File: src/rtl/clock_calendar_ctrl_if.sv
// Button inputs and time/date outputs of the clock/calendar sequencer.
// master = button front-end / display side, slave = the sequencer itself.
interface clock_calendar_ctrl_if;
    logic       mode_btn;
    logic       inc_btn;
    logic [5:0] sec;
    logic [5:0] min;
    logic [4:0] hour;
    logic [4:0] day;
    logic [3:0] month;
    logic [6:0] year;
    logic [2:0] mode;
    logic       sec_tick;

    modport master (
        output mode_btn, inc_btn,
        input  sec, min, hour, day, month, year, mode, sec_tick
    );

    modport slave (
        input  mode_btn, inc_btn,
        output sec, min, hour, day, month, year, mode, sec_tick
    );
endinterface

File: src/rtl/clock_calendar_ctrl.sv
// Digital clock/calendar sequencer: 1 Hz prescaler, single-edge time/date cascade
// with month-length and leap-year rules, and a button-driven set-mode FSM.
module clock_calendar_ctrl #(
    parameter int TICK_DIV = 50000000
) (
    input  logic                 clk,
    input  logic                 rst_n,
    clock_calendar_ctrl_if.slave bus
);
    localparam int PW = $clog2(TICK_DIV);
    localparam logic [PW-1:0] PRESC_MAX = PW'(TICK_DIV - 1);
    localparam logic [PW-1:0] PRESC_ONE = PW'(1);

    typedef enum logic [2:0] {
        RUN     = 3'd0,
        SET_HR  = 3'd1,
        SET_MIN = 3'd2,
        SET_DAY = 3'd3,
        SET_MON = 3'd4,
        SET_YR  = 3'd5
    } mode_t;

    mode_t         mode_q;
    mode_t         mode_nxt;
    logic [PW-1:0] presc_q;
    logic [5:0]    sec_q;
    logic [5:0]    min_q;
    logic [4:0]    hour_q;
    logic [4:0]    day_q;
    logic [3:0]    month_q;
    logic [6:0]    year_q;
    logic          tick_q;

    logic          tick;
    logic          sec_wrap, min_wrap, hour_wrap, day_wrap, mon_wrap;
    logic          c_min, c_hour, c_day, c_mon, c_yr;
    logic [5:0]    sec_inc, min_inc;
    logic [4:0]    hour_inc, day_inc;
    logic [3:0]    mon_inc;
    logic [6:0]    yr_inc;
    logic [4:0]    dim_cur, dim_mon, dim_yr;

    // Only the two low year bits matter: every fourth year of 2000-2099 is leap.
    function automatic logic [4:0] days_in_month(input logic [3:0] m, input logic [1:0] y_lsb);
        case (m)
            4'd4, 4'd6, 4'd9, 4'd11: days_in_month = 5'd30;
            4'd2:                    days_in_month = (y_lsb == 2'd0) ? 5'd29 : 5'd28;
            default:                 days_in_month = 5'd31;
        endcase
    endfunction

    always_comb begin
        tick      = (mode_q == RUN) && (presc_q == PRESC_MAX);

        dim_cur   = days_in_month(month_q, year_q[1:0]);
        sec_wrap  = (sec_q == 6'd59);
        min_wrap  = (min_q == 6'd59);
        hour_wrap = (hour_q == 5'd23);
        day_wrap  = (day_q == dim_cur);
        mon_wrap  = (month_q == 4'd12);

        sec_inc   = sec_wrap  ? 6'd0 : sec_q + 6'd1;
        min_inc   = min_wrap  ? 6'd0 : min_q + 6'd1;
        hour_inc  = hour_wrap ? 5'd0 : hour_q + 5'd1;
        day_inc   = day_wrap  ? 5'd1 : day_q + 5'd1;
        mon_inc   = mon_wrap  ? 4'd1 : month_q + 4'd1;
        yr_inc    = (year_q == 7'd99) ? 7'd0 : year_q + 7'd1;

        // Month lengths after a month or year edit, used to clamp the day.
        dim_mon   = days_in_month(mon_inc, year_q[1:0]);
        dim_yr    = days_in_month(month_q, yr_inc[1:0]);

        // Full carry chain is resolved combinationally so everything lands on one edge.
        c_min     = tick && sec_wrap;
        c_hour    = c_min && min_wrap;
        c_day     = c_hour && hour_wrap;
        c_mon     = c_day && day_wrap;
        c_yr      = c_mon && mon_wrap;

        case (mode_q)
            RUN:     mode_nxt = SET_HR;
            SET_HR:  mode_nxt = SET_MIN;
            SET_MIN: mode_nxt = SET_DAY;
            SET_DAY: mode_nxt = SET_MON;
            SET_MON: mode_nxt = SET_YR;
            default: mode_nxt = RUN;
        endcase
    end

    always_ff @(posedge clk or negedge rst_n) begin
        if (!rst_n) begin
            mode_q  <= RUN;
            presc_q <= '0;
            sec_q   <= 6'd0;
            min_q   <= 6'd0;
            hour_q  <= 5'd0;
            day_q   <= 5'd1;
            month_q <= 4'd1;
            year_q  <= 7'd0;
            tick_q  <= 1'b0;
        end else begin
            tick_q <= 1'b0;
            // mode_btn takes priority over both the tick and any edit in the same cycle.
            if (bus.mode_btn) begin
                mode_q  <= mode_nxt;
                presc_q <= '0;
                if (mode_q == SET_YR) begin
                    sec_q <= 6'd0;
                end
            end else if (mode_q == RUN) begin
                presc_q <= tick ? '0 : presc_q + PRESC_ONE;
                if (tick) begin
                    tick_q <= 1'b1;
                    sec_q  <= sec_inc;
                end
                if (c_min)  min_q   <= min_inc;
                if (c_hour) hour_q  <= hour_inc;
                if (c_day)  day_q   <= day_inc;
                if (c_mon)  month_q <= mon_inc;
                if (c_yr)   year_q  <= yr_inc;
            end else if (bus.inc_btn) begin
                case (mode_q)
                    SET_HR:  hour_q <= hour_inc;
                    SET_MIN: min_q  <= min_inc;
                    SET_DAY: day_q  <= day_inc;
                    SET_MON: begin
                        month_q <= mon_inc;
                        if (day_q > dim_mon) day_q <= dim_mon;
                    end
                    SET_YR: begin
                        year_q <= yr_inc;
                        if (day_q > dim_yr) day_q <= dim_yr;
                    end
                    default: ;
                endcase
            end
        end
    end

    assign bus.sec      = sec_q;
    assign bus.min      = min_q;
    assign bus.hour     = hour_q;
    assign bus.day      = day_q;
    assign bus.month    = month_q;
    assign bus.year     = year_q;
    assign bus.mode     = mode_q;
    assign bus.sec_tick = tick_q;
endmodule

File: src/flat_wrapper.sv
// flat-port wrapper written by rule: the top's interface ports become plain ports
module clock_calendar_ctrl_flat 
#(
    parameter int TICK_DIV = 50000000
)
  (clk, rst_n, bus_mode_btn, bus_inc_btn, bus_sec, bus_min, bus_hour, bus_day, bus_month, bus_year, bus_mode, bus_sec_tick);
  clock_calendar_ctrl_if bus_i ();
  input  logic clk;
  input  logic rst_n;
  input wire logic [$bits(bus_i.mode_btn)-1:0] bus_mode_btn;
  input wire logic [$bits(bus_i.inc_btn)-1:0] bus_inc_btn;
  output wire logic [$bits(bus_i.sec)-1:0] bus_sec;
  output wire logic [$bits(bus_i.min)-1:0] bus_min;
  output wire logic [$bits(bus_i.hour)-1:0] bus_hour;
  output wire logic [$bits(bus_i.day)-1:0] bus_day;
  output wire logic [$bits(bus_i.month)-1:0] bus_month;
  output wire logic [$bits(bus_i.year)-1:0] bus_year;
  output wire logic [$bits(bus_i.mode)-1:0] bus_mode;
  output wire logic [$bits(bus_i.sec_tick)-1:0] bus_sec_tick;
  assign bus_i.mode_btn = bus_mode_btn;
  assign bus_i.inc_btn = bus_inc_btn;
  assign bus_sec = bus_i.sec;
  assign bus_min = bus_i.min;
  assign bus_hour = bus_i.hour;
  assign bus_day = bus_i.day;
  assign bus_month = bus_i.month;
  assign bus_year = bus_i.year;
  assign bus_mode = bus_i.mode;
  assign bus_sec_tick = bus_i.sec_tick;
  clock_calendar_ctrl #(.TICK_DIV(TICK_DIV)) u_core (.clk(clk), .rst_n(rst_n), .bus(bus_i));
endmodule
File: config.mk
export PLATFORM = sky130hd
export DESIGN_NAME = clock_calendar_ctrl_flat
export DESIGN_NICKNAME = d
export VERILOG_FILES = /design/src/rtl/clock_calendar_ctrl_if.sv /design/src/rtl/clock_calendar_ctrl.sv /design/src/flat_wrapper.sv
export SDC_FILE = /design/constraint.sdc
export NUM_CORES = 1
export LEC_CHECK = 0
export CAP_MARGIN = 15
export CORE_MARGIN = 2
export CORE_UTILIZATION = 52
export DETAILED_ROUTE_END_ITERATION = 7
export PLACE_DENSITY_LB_ADDON = 0.05
export SYNTH_ARGS = -nofsm -noshare
export SYNTH_HDL_FRONTEND = slang
export SYNTH_SLANG_ARGS = --single-unit
File: constraint.sdc
create_clock -name clk -period 3.5 [get_ports clk]
set_clock_uncertainty 0.1 [all_clocks]
set_input_delay 0.525 -clock clk [delete_from_list [all_inputs] [get_ports clk]]
set_output_delay 0.525 -clock clk [all_outputs]
set_load 0.1 [all_outputs]
==> qor.csv, run 1 <==
stage;metric;value;unit
timing;Slew HR;0.344;
route;Iter 0 DRT Violations;161;
yosys;Synth Net Count;441;
setup_path;Worst setup SP type;flop;
timing;Tightest Pin Transition;0.982;ns
route;wire per inst;15.5;µm
floorplan;core box area;7210;µm²
yosys;Post-synth EDFFs;0;
worst_hold_path;Hold Path Class;in -> async;
setup_path;WP data arrival;3.57;ns
route;DRC Markers;0;
setup_path;Worst R2R Path Depth;12;
setup_path;Max FO, Critical Path;9;
yosys;synth unique cells;58;
setup_path;worst endpoint required time;3.62;ns
floorplan;Core Rows;31;
route;remaining antenna violation count;0;
floorplan;Die H;90.0;µm
power;Worst IR Drop VDD;0.560;mV
finish;commonest non-fill, non-tap cells in the layout;60 x dfrtp_1, 42 x nor2_1, 37 x nand2_1;
setup_path;reg2reg setup slack;0.05;ns
timing;worst setup margin;0.0465;ns
finish;fin area;4620;µm²
power;Pwr Total;3.57;mW
route;drt pass-1 iters;4;
global_route;vias in the first global route;3113;
yosys;ys async rst share;1.00;
finish;nets;489;
finish;leading cell type in the layout, fill and taps excluded;dfrtp_1;
place;Placement Cell Area;4380;µm²
floorplan;I/O pin count;41;
timing;fmax;290;MHz
timing;Final Slew Violations;0;
clock_tree;Clock transition at path regs;0.08;ns
floorplan;horizontal die dimension;90.0;µm
timing;Setup Viol. Count Final;0;
floorplan;die area;8090;µm²
yosys;Seq/Total Area, Yosys;0.411;
global_route;initial antenna violation count;0;
timing;final hold viol count;0;
setup_path;endpoint type of the worst setup path;flop;
timing;Final Critical Period;3.45;ns
yosys;Post-Syn Area;3840;µm²
yosys;Ys Warns;0;
clock_tree;clk_lat worst skew;0.34;ns
finish;layout cells sized above 1;0.134;
route;Via-to-Cell Ratio;5.89;
floorplan;Initial Util;0.533;
yosys;syn avg cell area;9.19;µm²
place;Placement Setup Slack;0.0710;ns
clock_tree;maximum root-to-sink buffer count;2;
global_route;first-pass GRT wire length;14.9;mm
clock_tree;# hold bufs at CTS;0;
yosys;Post-Syn Instances;418;
place;RePlAce Congestion;0.811;
yosys;Main synth FF type;dfrtp_1;
global_route;total congestion overflow;0;
setup_path;Reg2Reg Capture Point;u_core.bus.day[1];
global_route;pin count of the biggest net entering global routing;37;
power;PD cells;772;nW/µm²
power;static leakage;1.87;nW
setup_path;FF-to-FF Start;u_core.bus.month[0];
clock_tree;clk sinks;63;
yosys;#FFs+latches synth;63;
clock_tree;CTS H-tree lvls;3;
finish;Diodes inserted;0;
place;PortBufs;40;
global_route;GRT Total Usage;0.221;
status;outcome;finished, final reports clean;
route;DR vias;3356;
clock_tree;CTS Root Cell;clkbuf_8;
clock_tree;CTS tree;done;
clock_tree;TritonCTS Buffers;9;
timing;part of the cycle the worst path needs;0.987;
finish;Syn-to-layout area delta;20.2;%
setup_path;kind of critical path;reg -> reg;
route;WL final;8.85;mm
place;hpwl dp;6.31;mm
run;MaxCap Viol Count;0;
## cell usage after synthesis (6+ instances only)
| library cell | instances | area (µm²) |
|---|---|---|
| clkbuf_1 | 10 | 37.5 |
| nor3_1 | 12 | 60.1 |
| o41ai_1 | 6 | 52.6 |
| o21ai_0 | 25 | 125 |
| mux2_2 | 11 | 124 |
| a21oi_1 | 17 | 85.1 |
| dfrtp_1 | 61 | 1530 |
| xor2_1 | 14 | 123 |
| ha_1 | 19 | 238 |
| nand4_1 | 13 | 81.3 |
| nand2_1 | 38 | 143 |
| o31ai_1 | 6 | 45.0 |
| nand3_1 | 28 | 140 |
| nor2b_1 | 10 | 62.6 |
| nor2_1 | 42 | 158 |
| xnor2_1 | 6 | 52.6 |
| or3_1 | 8 | 50.1 |
| inv_1 | 11 | 41.3 |
## metal layers
| layer | part of all wire | global-route usage |
|---|---|---|
| met2 | 0.46 | 0.338 |
| met1 | 0.50 | 0.324 |
| met5 | 0 | 0 |
| met4 | 0.0069 | 0.0692 |
| met3 | 0.038 | 0.0360 |
## logic make-up (layout without fill, tap and decap cells)
logic type	count (synthesis)	count (layout)	synth area share
compound gates	83	83	0.143
xor+xnor	20	20	0.0456
fa+ha+maj	19	19	0.0619
buf+inv	23	76	0.0228
flops	63	63	0.411
mux	16	16	0.0459
simple gates	194	194	0.270
## power by group
group          total [mW]  internal, mW  switching, mW
sequential           1.08         0.863          0.212
combinational        1.86         0.522           1.34
clock               0.634         0.328          0.305
total                3.57          1.71           1.85
## worst max-delay path, stage by stage, from the launching register on
cell	delay, ns
dfstp_4	0.67
inv_1	0.10
ha_2	0.23
o311ai_4	0.32
buf_4	0.20
a21oi_1	0.08
ha_1	0.29
a21oi_1	0.13
o21ai_0	0.10
o21ai_0	0.14
a41oi_2	0.24
or3_4	0.46
mux2_2	0.29
## state kept, by name, summed over array words and instances, names as in the netlist, 3 cells and up
name              cells
u_core.bus.sec        6
u_core.bus.hour       5
u_core.bus.min        6
u_core.bus.mode       3
u_core.presc_q       26
u_core.bus.day        5
u_core.bus.month      4
u_core.bus.year       7
## cell type report
type	count	area, µm²
clock buffers	9	124
clock inverters	7	73.8
fillers	631	2600
inverters	11	41.3
multi-input cells	332	2220
flip-flops and latches	63	1580
well taps	99	124
repair buffers	49	450
## stage by stage
step / TNS, ns / utilization / instances / hold WS [ns]
6_report: 0 / 0.640 / 570 / 0.166
5_1_grt: -0.131 / 0.640 / 570 / 0.234
4_1_cts: 0 / 0.635 / 569 / 0.194
3_5_place_dp: 0 / 0.606 / 553 / 0.416
3_3_place_gp: 0 / 0.606 / 553 / 0.404
2_1_floorplan: 0 / - / 418 / 0.129
## timing repair
| action | 4_1_cts | 5_1_grt |
|---|---|---|
| resized for setup | 1 | 6 |
| buffers inserted | 0 | 1 |
| endpoints found under the setup margin | 1 | 5 |
| pin swaps | 0 | 1 |
## worst max path at each step
stage / startpoint / endpoint / slack (ns)
3_5_place_dp: u_core.bus.month[0] / u_core.bus.day[1] / 0.07
3_3_place_gp: u_core.bus.month[0] / u_core.bus.day[1] / 0.14
5_1_grt: u_core.bus.month[0] / u_core.bus.day[1] / -0.08
4_1_cts: u_core.bus.month[0] / u_core.bus.day[1] / 0.05
2_1_floorplan: u_core.bus.month[0] / u_core.bus.day[1] / 0.05
6_report: u_core.bus.month[0] / u_core.bus.day[1] / 0.05
No activity file was read; power rests on OpenSTA's default activity.
==> inputs of run 2 (changes only) <==
--- a/config.mk
+++ b/config.mk
@@ -6,8 +6,11 @@
 export NUM_CORES = 1
 export LEC_CHECK = 0
 export CAP_MARGIN = 15
+export CORE_ASPECT_RATIO = 1.4
 export CORE_MARGIN = 2
-export CORE_UTILIZATION = 52
+export CORE_UTILIZATION = 53
+export CTS_BUF_LIST = sky130_fd_sc_hd__clkbuf_8
+export CTS_CLUSTER_DIAMETER = 120
 export DETAILED_ROUTE_END_ITERATION = 7
 export PLACE_DENSITY_LB_ADDON = 0.05
 export SYNTH_ARGS = -nofsm -noshare
==> run 2 against run 1 <==
  * Sequential power about the same
  * Sequential share of layout area up 0.21 points
  * Power down 0.69%
  * Combinational power hardly changed
  * Clock power increased by 0.8%
  * Die area is 1.7% lower
  * Setup slack gained 0.13 ns
  * First-iteration DRC count up 9.9%
  * Largest power group unchanged
  * Hold slack worse by 0.051 ns
==> qor.csv, run 2 (synthesis gave the netlist of run 1 again) <==
stage;metric;value;unit;change
timing;Final Critical Period;3.33;ns;was 3.45 ns
finish;layout cells sized above 1;0.123;;was 0.134
finish;Largest Register;u_core.presc_q;;unchanged
setup_path;reg2reg setup slack;0.17;ns;was 0.05 ns
setup_path;delay-heaviest family, CP;compound AO/OA/AOI/OAI gates;;unchanged
route;Via-to-Cell Ratio;6.00;;was 5.89
route;DRC Markers;0;;unchanged
route;drt pass-1 iters;6;;was 4
setup_path;cell repeated most along the worst path;a21oi_1;;
setup_path;Setup crit start;u_core.bus.month[0];;unchanged
place;PortBufs;40;;unchanged
power;power share of the clock group;0.180;;was 0.178
finish;Layout Cells excl Fill;566;;was 570
floorplan;Core Rows;36;;was 31
finish;area of the multi-input gates;2200;µm²;was 2220 µm²
finish;Syn-to-layout area delta;19.4;%;was 20.2%
place;hpwl dp;6.63;mm;was 6.31 mm
setup_path;FF-to-FF Start;u_core.bus.month[0];;unchanged
clock_tree;TritonCTS Buffers;9;;unchanged
clock_tree;clk_lat worst skew;0.36;ns;was 0.34 ns
finish;nets;489;;unchanged
setup_path;kind of critical path;reg -> reg;;unchanged
power;Logic pwr share;0.518;;was 0.521
route;Iter 0 DRT Violations;177;;was 161
global_route;first-pass GRT wire length;15.2;mm;was 14.9 mm
setup_path;WP data arrival;3.48;ns;was 3.57 ns
setup_path;worst path cell trace;inv_1 > ha_1 > nand2_1 > a21oi_1 > a211oi_2 > a21oi_1 > ha_1 > a21oi_1 > o21ai_0 > o21ai_0 > a41oi_2 > or3_1 > mux2_2;;was inv_1 > ha_2 > o311ai_4 > buf_4 > a21oi_1 > ha_1 > a21oi_1 > o21ai_0 > o21ai_0 > a41oi_2 > or3_4 > mux2_2
clock_tree;CTS H-tree lvls;3;;unchanged
timing;Slew HR;0.351;;was 0.344
global_route;total congestion overflow;0;;unchanged
clock_tree;clk sinks;63;;unchanged
power;Worst IR Drop VDD;0.510;mV;was 0.560 mV
clock_tree;CTS tree;done;;unchanged
floorplan;I/O pin count;41;;unchanged
power;static leakage;1.88;nW;was 1.87 nW
floorplan;Die H;105;µm;was 90.0 µm
timing;part of the cycle the worst path needs;0.951;;was 0.987
setup_path;endpoint type of the worst setup path;flop;;unchanged
setup_path;Critical Path Slowest Stage Cell;dfstp_4;;unchanged
power;switch share;0.515;;was 0.520
timing;fmax;300;MHz;was 290 MHz
setup_path;Max FO, Critical Path;9;;unchanged
power;PD cells;772;nW/µm²;about the same
place;Inst Count DP;550;;was 553
clock_tree;# hold bufs at CTS;0;;unchanged
route;wire per inst;16.1;µm;was 15.5 µm
timing;setup_tns;0;ns;unchanged
clock_tree;CTS Root Cell;clkbuf_8;;unchanged
route;remaining antenna violation count;0;;unchanged
floorplan;Initial Util;0.550;;was 0.533
finish;Diodes inserted;0;;unchanged
floorplan;core box area;6980;µm²;was 7210 µm²
route;WL final;9.12;mm;was 8.85 mm
route;DR vias;3397;;was 3356
global_route;vias in the first global route;3254;;was 3113
global_route;initial antenna violation count;0;;unchanged
global_route;GRT Total Usage;0.235;;was 0.221
setup_path;Worst setup SP type;flop;;unchanged
setup_path;CP max stage delay;0.66;ns;was 0.67 ns
timing;Final Slew Violations;0;;unchanged
worst_hold_path;Hold Path Class;in -> async;;unchanged
power;sequential power share;0.302;;was 0.301
status;outcome;finished, final reports clean;;unchanged
setup_path;WP buf/inv;1;;was 2
place;RePlAce Congestion;0.860;;was 0.811
finish;register area;1580;µm²;unchanged
setup_path;worst endpoint required time;3.65;ns;was 3.62 ns
timing;Setup Viol. Count Final;0;;unchanged
finish;Largest register FFs;26;;unchanged
finish;FILL cells;620;;was 631
global_route;pin count of the biggest net entering global routing;31;;was 37
timing;final hold viol count;0;;unchanged
finish;commonest non-fill, non-tap cells in the layout;60 x dfrtp_1, 42 x nor2_1, 38 x nand2_1;;was 60 x dfrtp_1, 42 x nor2_1, 37 x nand2_1
run;MaxCap Viol Count;0;;unchanged
finish;leading cell type in the layout, fill and taps excluded;dfrtp_1;;unchanged
floorplan;horizontal die dimension;76.0;µm;was 90.0 µm
clock_tree;maximum root-to-sink buffer count;2;;unchanged
floorplan;die area;7960;µm²;was 8090 µm²
clock_tree;Clock transition at path regs;0.08;ns;about the same
timing;Tightest Pin Transition;0.971;ns;was 0.982 ns
power;Int Power;1.72;mW;was 1.71 mW
power;NetSw;1.82;mW;was 1.85 mW
run 2: layout make-up:
| class | instances | share of cell area |
|---|---|---|
| multi-input cells | 332 | 0.478 |
| flip-flops and latches | 63 | 0.345 |
| repair buffers | 49 | 0.0981 |
| clock buffers | 10 | 0.0300 |
| well taps | 95 | 0.0259 |
| clock inverters | 6 | 0.0134 |
| inverters | 11 | 0.00900 |
run 2: worst register-to-register path, cell delays in order, from the launching register on:
cell,delay (ns)
dfstp_4,0.66
inv_1,0.10
ha_1,0.24
nand2_1,0.12
a21oi_1,0.15
a211oi_2,0.27
a21oi_1,0.07
ha_1,0.27
a21oi_1,0.12
o21ai_0,0.08
o21ai_0,0.11
a41oi_2,0.19
or3_1,0.45
mux2_2,0.30
run 2: power groups by stage:
stage               combinational [mW]  clock [mW]  sequential, mW
global placement                  1.81           0            1.07
detailed placement                1.82           0            1.08
global route                      1.95       0.683            1.09
finish                            1.83       0.639            1.07
floorplan                        0.581           0            1.86
CTS                               1.83       0.653            1.07
run 2: timing repair:
item / CTS / global route
buffers inserted: 0 / 0
resized for setup: 0 / 2
setup endpoints to repair: 0 / 5
run 2: final timing paths:
check,endpoint,depth (start not counted)
worst min register to register,u_core.bus.year[4],1
worst min-delay path,u_core.bus.min[3],1
worst max-delay path,u_core.bus.day[1],13
min in group clk,u_core.bus.year[4],1
max in group asynchronous,u_core.bus.day[0],2
worst max register to register,u_core.bus.day[1],13
run 2: metrics by stage:
| stage | utilization | setup slack (ns) | power (mW) | hold WS [ns] | cell area (µm²) |
|---|---|---|---|---|---|
| global placement | 0.627 | 0.196 | 2.88 | 0.414 | 4380 |
| CTS | 0.656 | 0.127 | 3.54 | 0.126 | 4580 |
| detailed placement | 0.627 | 0.127 | 2.90 | 0.414 | 4380 |
| finish | 0.657 | 0.171 | 3.54 | 0.115 | 4590 |
| floorplan | - | 0.0499 | 2.44 | 0.129 | 3850 |
| global route | 0.657 | -0.0118 | 3.72 | 0.166 | 4590 |
run 2: metal layers:
layer	track usage	part of all wire	vias to the layer above
li1	-	-	1637
met1	0.277	0.42	1658
met2	0.415	0.52	83
met3	0.0458	0.037	19
met4	0.101	0.021	0
met5	0	0	-
